[config.mk]
export PLATFORM = sky130hd
export DESIGN_NAME = coef_loader_7tap_flat
export DESIGN_NICKNAME = d
export VERILOG_FILES = /design/src/rtl/coef_loader_7tap_if.sv /design/src/rtl/coef_loader_7tap.sv /design/src/flat_wrapper.sv
export SDC_FILE = /design/constraint.sdc
export NUM_CORES = 1
export LEC_CHECK = 0
export BUFFER_PORTS_ARGS = -buffer_cell sky130_fd_sc_hd__buf_2
export CAP_MARGIN = 20
export CORE_ASPECT_RATIO = 0.5
export CORE_UTILIZATION = 55
export DETAILED_ROUTE_END_ITERATION = 16
export GPL_TIMING_DRIVEN = 0
export HOLD_SLACK_MARGIN = 0.02
export PLACE_DENSITY_LB_ADDON = 0.3
export REMOVE_ABC_BUFFERS = 1
export SYNTH_ARGS = -nofsm -noshare
export SYNTH_HDL_FRONTEND = slang
export SYNTH_SLANG_ARGS = --single-unit
[constraint.sdc]
create_clock -name clk -period 10.6 [get_ports clk]
set_input_delay 2.12 -clock clk [delete_from_list [all_inputs] [get_ports clk]]
set_output_delay 2.12 -clock clk [all_outputs]
set_load 0.02 [all_outputs]
[src/rtl/coef_loader_7tap_if.sv]
// Coefficient stream interface between the host and coef_loader_7tap.
//
// Handshake: a beat transfers on a rising clk edge where s_coef_valid and
// s_coef_ready are both high. The master holds s_coef_data and s_coef_last
// stable while s_coef_valid is high and s_coef_ready is low; the slave may
// raise or drop s_coef_ready at any time, independent of s_coef_valid.
interface coef_loader_7tap_if;
  logic signed [7:0] s_coef_data;
  logic              s_coef_valid;
  logic              s_coef_last;
  logic              s_coef_ready;

  modport master (
    output s_coef_data,
    output s_coef_valid,
    output s_coef_last,
    input  s_coef_ready
  );

  modport slave (
    input  s_coef_data,
    input  s_coef_valid,
    input  s_coef_last,
    output s_coef_ready
  );
endinterface

[src/rtl/coef_loader_7tap.sv]
// Coefficient loader for a 7-tap filter.
// Collects a 7-beat coefficient set from the host stream, then writes it to
// the filter as a 7-cycle burst (writeen/coef_val, tlast on the last tap).
// Short sets, overlong sets and illegal values are rejected without any
// filter write; overlong or illegal sets are drained up to their last beat.
// Optional build macro: COEF_SPARSE_CHECK_EN -- when defined, only the
// values -1, 0 and +1 are legal coefficients.
// fsm_state exposes the current FSM state for observation.
module coef_loader_7tap (
  input  logic              clk,
  input  logic              rst,
  coef_loader_7tap_if.slave s,
  output logic signed [7:0] coef_val,
  output logic              writeen,
  output logic              tlast,
  output logic              load_done,
  output logic              load_err,
  output logic [2:0]        nz_count,
  output logic [2:0]        fsm_state
);

  typedef enum logic [2:0] {
    IDLE    = 3'd0,
    COLLECT = 3'd1,
    PUSH    = 3'd2,
    DRAIN   = 3'd3,
    DONE    = 3'd4,
    ERR     = 3'd5
  } state_t;

  state_t            state, state_nx;
  logic [2:0]        cnt, cnt_nx;      // beat index while collecting, tap index while pushing
  logic signed [7:0] coef_buf [0:6];
  logic              ready_en;         // keeps ready low until the first edge after reset
  logic              accept;
  logic              store;
  logic              illegal;
  logic [2:0]        nz_nx;

  assign fsm_state = state;

  assign s.s_coef_ready = ready_en &&
                          (state == IDLE || state == COLLECT || state == DRAIN);
  assign accept = s.s_coef_valid && s.s_coef_ready;

`ifdef COEF_SPARSE_CHECK_EN
  assign illegal = !((s.s_coef_data == 8'sd0) ||
                     (s.s_coef_data == 8'sd1) ||
                     (s.s_coef_data == -8'sd1));
`else
  assign illegal = 1'b0;
`endif

  // Next-state, beat/tap counter and filter-side outputs.
  always_comb begin
    state_nx  = state;
    cnt_nx    = cnt;
    store     = 1'b0;
    coef_val  = 8'sd0;
    writeen   = 1'b0;
    tlast     = 1'b0;
    load_done = 1'b0;
    load_err  = 1'b0;
    case (state)
      IDLE, COLLECT: begin
        if (accept) begin
          store = 1'b1;
          if (s.s_coef_last) begin
            cnt_nx   = 3'd0;
            state_nx = (cnt == 3'd6 && !illegal) ? PUSH : ERR;
          end else if (cnt == 3'd6 || illegal) begin
            cnt_nx   = 3'd0;
            state_nx = DRAIN;
          end else begin
            cnt_nx   = cnt + 3'd1;
            state_nx = COLLECT;
          end
        end
      end
      PUSH: begin
        writeen  = 1'b1;
        coef_val = coef_buf[cnt];
        tlast    = (cnt == 3'd6);
        if (cnt == 3'd6) begin
          cnt_nx   = 3'd0;
          state_nx = DONE;
        end else begin
          cnt_nx = cnt + 3'd1;
        end
      end
      DRAIN: begin
        if (accept && s.s_coef_last) state_nx = ERR;
      end
      DONE: begin
        load_done = 1'b1;
        state_nx  = IDLE;
      end
      ERR: begin
        load_err = 1'b1;
        state_nx = IDLE;
      end
      default: state_nx = IDLE;
    endcase
  end

  // Number of nonzero taps in the buffered set.
  always_comb begin
    nz_nx = 3'd0;
    for (int i = 0; i < 7; i++) begin
      if (coef_buf[i] != 8'sd0) nz_nx = nz_nx + 3'd1;
    end
  end

  // State, counter, ready enable and nonzero-tap count registers.
  always_ff @(posedge clk or negedge rst) begin
    if (!rst) begin
      state    <= IDLE;
      cnt      <= 3'd0;
      ready_en <= 1'b0;
      nz_count <= 3'd0;
    end else begin
      state    <= state_nx;
      cnt      <= cnt_nx;
      ready_en <= 1'b1;
      if (state == PUSH && state_nx == DONE) nz_count <= nz_nx;
    end
  end

  // Coefficient buffer, written in arrival order while collecting.
  always_ff @(posedge clk or negedge rst) begin
    if (!rst) begin
      for (int i = 0; i < 7; i++) coef_buf[i] <= 8'sd0;
    end else if (store) begin
      coef_buf[cnt] <= s.s_coef_data;
    end
  end

endmodule

[src/flat_wrapper.sv]
// flat-port wrapper written by rule: the top's interface ports become plain ports
module coef_loader_7tap_flat 
  (clk, rst, coef_val, writeen, tlast, load_done, load_err, nz_count, fsm_state, s_s_coef_data, s_s_coef_valid, s_s_coef_last, s_s_coef_ready);
  coef_loader_7tap_if s_i ();
  input  logic clk;
  input  logic rst;
  output logic signed [7:0] coef_val;
  output logic writeen;
  output logic tlast;
  output logic load_done;
  output logic load_err;
  output logic [2:0] nz_count;
  output logic [2:0] fsm_state;
  input wire logic [$bits(s_i.s_coef_data)-1:0] s_s_coef_data;
  input wire logic [$bits(s_i.s_coef_valid)-1:0] s_s_coef_valid;
  input wire logic [$bits(s_i.s_coef_last)-1:0] s_s_coef_last;
  output wire logic [$bits(s_i.s_coef_ready)-1:0] s_s_coef_ready;
  assign s_i.s_coef_data = s_s_coef_data;
  assign s_i.s_coef_valid = s_s_coef_valid;
  assign s_i.s_coef_last = s_s_coef_last;
  assign s_s_coef_ready = s_i.s_coef_ready;
  coef_loader_7tap u_core (.clk(clk), .rst(rst), .s(s_i), .coef_val(coef_val), .writeen(writeen), .tlast(tlast), .load_done(load_done), .load_err(load_err), .nz_count(nz_count), .fsm_state(fsm_state));
endmodule
==> reports/qor.yml <==
hold_class: "reg -> reg"
row_count: 20
layout-drive-gt1-share_pct: 24.35
max_slew.worst_pin.slew_ns: 0.9031
crit_path_start_kind: "register"
async_reset_ff_share_pct: 100.0
syn_area_um2: 3491
clk_path_buf_depth: 2
crit_arrival_ns: 2.65
path_class: "reg -> out"
cts_hold_buffers: 0
rsz0062_at_grt: "no"
viasPerCell: 5.889
die-area_um2: 6689
grt-ovfl-total: 0
initial_utilization_pct: 57.17
ys_warn_count: 0
min-delay-start: "u_core.nz_count[2]"
htree_levels: 3
dp_hpwl_um: 5704
r2r_setup_slack_ns: 6.78
setup_viol: 0
syn_avg_cell_area_um2: 11.33
slew_violations: 0
maxSlewHeadroom_pct: 39.79
reg2regPathDepth: 18
vias: 2550
p_switching_mw: 0.5276
ir_worst_vdd_v: 0.0001340
grt_use_met3_pct: 7.415
outcome: "finished clean"
end_kind: "primary output"
diodes: 0
ios: 31
final-hold-violation-count: 0
clk_pin_slew_ns: 0.05
skew_ns: 0.004932
rr_startpoint: "u_core.coef_buf[45]"
die_x_um: 114.7
power_density_nw_per_um2: 350.6
yosysTopAreaCell: "dfrtp_1"
final_cell_count_no_fill: 433
grt_use_met1_pct: 37.10
ant_nets: 0
layout_min_cycle_time_ns: 4.771
maxCapViolCount: 0
fin_util_pct: 67.42
track_usage_pct: 26.87
netlist_instances: 308
drtIter0Drc: 169
ys_types: 44
power.leakage_nw: 1.913
grt_pass1_wl_um: 12920
synth_edf_count: 0
clock_latency_ns: 0.33
finalSetupTns_ns: 0
cts_resized: 0
drcViolationCount: 0
die_y_um: 58.34
sw_frac_of_total_pct: 36.56
crit_fanout: 26
wirelength_um: 8131
finalCritPeriodShare_pct: 45.01
clockPowerShare_pct: 25.3
antenna_found_initial: 0
grt_pass1_vias: 2504
ys_ff_latch: 66
clock.fmax_mhz: 209.6
core-area_um2: 6106
io_buffers: 30
comb_power_share_pct: 40.3
power_frac_seq_pct: 34.4
met2_usage_pct: 42.94
drt_first_pass_iters: 6
min_to: "u_core.nz_count[2]"
wire_per_inst_um: 18.78
synthFlopType: "dfrtp_1"
numCtsBuffers: 9
seq_area_frac_synth_pct: 47.31
gp_congestion: 0.8334
busiest_layer: "met2"
tritoncts: "done"
p_int_mw: 0.9156
place_inst: 416
hold_depth: 2
required_ns: 8.48
netlist_top_cells_area: "dfrtp_1 (47%), mux2_1 (10%), mux2_2 (5.5%)"
areaGrowthSynthToFinish_pct: 17.92
postCtsSetupBuffers: 0
r2r_end: "u_core.nz_count[2]"
nNetsFinal: 358
grt_max_degree: 37
synth_top_area_share_pct: 47.31
cts_root_buffer: "clkbuf_16"
clock-sinks: 66
==> cell type report <==
type	instances	area, µm²
Sequential cell	66	1652
Fill cell	448	1989
Inverter	8	30.03
Multi-Input combinational cell	222	1755
Clock inverter	7	141.4
Clock buffer	9	225.2
Tap cell	88	110.1
Timing Repair Buffer	33	202.7
==> kinds of logic (layout without fill, tap and decap cells) <==
kind of cell	after synthesis	count (layout)	synth area share [%]
AOI/OAI and AO/OA	32	32	5.735
xor gates and xnor gates	8	8	2.652
adders and majority gates	6	6	2.150
buffers and inverters	20	57	2.402
DFF	66	66	47.31
muxes	68	68	24.12
other	1	1	0.1074
and+or+nand+nor	107	107	15.52
==> worst max-delay path: stages (launching register included) <==
cell and delay (ns):
dfrtp_1 0.93, nor2b_1 0.63, and2_1 0.30, nand2_1 0.16, inv_1 0.12, buf_2 0.17
==> registers in the layout, indices dropped and copies added, names as in the netlist <==
name,cells
u_core.coef_buf,56
u_core.cnt,3
u_core.fsm_state,3
u_core.nz_count,3
u_core.ready_en,1
==> how the worst max path moves through the flow <==
stage / from / to / slack [ns] / depth (start not counted)
after floorplan: u_core.cnt[0] / coef_val[0] / 6.52 / 3
after global placement: u_core.cnt[0] / tlast / 6.20 / 5
after detailed placement: u_core.cnt[1] / tlast / 6.22 / 5
after CTS: u_core.cnt[1] / coef_val[7] / 5.86 / 4
after global routing: u_core.cnt[1] / tlast / 5.63 / 5
final: u_core.cnt[1] / tlast / 5.83 / 5
==> per-layer routing <==
metal  wire length [µm]  part of all wire, %
met2               3790                   47
met1               3737                   46
met3                526                  6.5
met4                 77                 0.95
met5                  0                    0
==> cell usage after synthesis (3+ instances only) <==
library cell	number
mux2_2	17
ha_1	6
nor2b_1	3
buf_2	4
nor3_1	3
o21ai_1	3
mux4_2	8
nor4_1	12
nand3_1	3
nand2_1	42
a211oi_1	8
nor2_1	25
inv_1	6
o21ai_0	5
xnor2_1	4
nand2b_1	3
mux2i_1	11
clkbuf_1	5
a21oi_1	11
dfrtp_1	66
mux2_1	32
==> stage by stage <==
step | instance area [µm²] | hold WS, ns | setup slack, ns | power (mW)
2_1_floorplan | 3437 | 0.4763 | 6.515 | 0.9090
3_3_place_gp | 3697 | 0.4690 | 6.202 | 1.023
3_5_place_dp | 3745 | 0.4737 | 6.221 | 1.065
4_1_cts | 4111 | 0.4861 | 5.865 | 1.442
5_1_grt | 4116 | 0.5173 | 5.634 | 1.527
6_report | 4116 | 0.4778 | 5.829 | 1.443
==> power by group through the flow <==
stage	logic, mW	registers, mW	clock network, mW
detailed placement	0.570	0.495	0
finish	0.582	0.497	0.365
floorplan	0.432	0.477	0
global placement	0.527	0.496	0
CTS	0.581	0.494	0.367
global route	0.635	0.513	0.379
==> cell usage in the layout (no fill, tap or decap), types with 2 or more instances in the layout <==
| cell | count |
|---|---|
| nor4_2 | 2 |
| buf_2 | 30 |
| dfrtp_1 | 66 |
| o21ai_1 | 3 |
| or2_1 | 2 |
| mux4_2 | 8 |
| inv_2 | 2 |
| mux2i_1 | 11 |
| ha_1 | 6 |
| o21ai_0 | 5 |
| mux2_2 | 17 |
| xor2_1 | 2 |
| nor2b_1 | 3 |
| clkbuf_16 | 9 |
| nand2_1 | 42 |
| nand2b_1 | 3 |
| nand3_1 | 3 |
| and2_1 | 2 |
| nor3b_1 | 2 |
| a211oi_1 | 8 |
| nor3_1 | 3 |
| o221ai_1 | 2 |
| xnor2_1 | 4 |
| bufinv_16 | 4 |
| mux2_1 | 32 |
| nor4_1 | 12 |
| a21oi_1 | 11 |
| nor2_1 | 25 |
| inv_1 | 6 |
(Power assumes the default switching activity.)
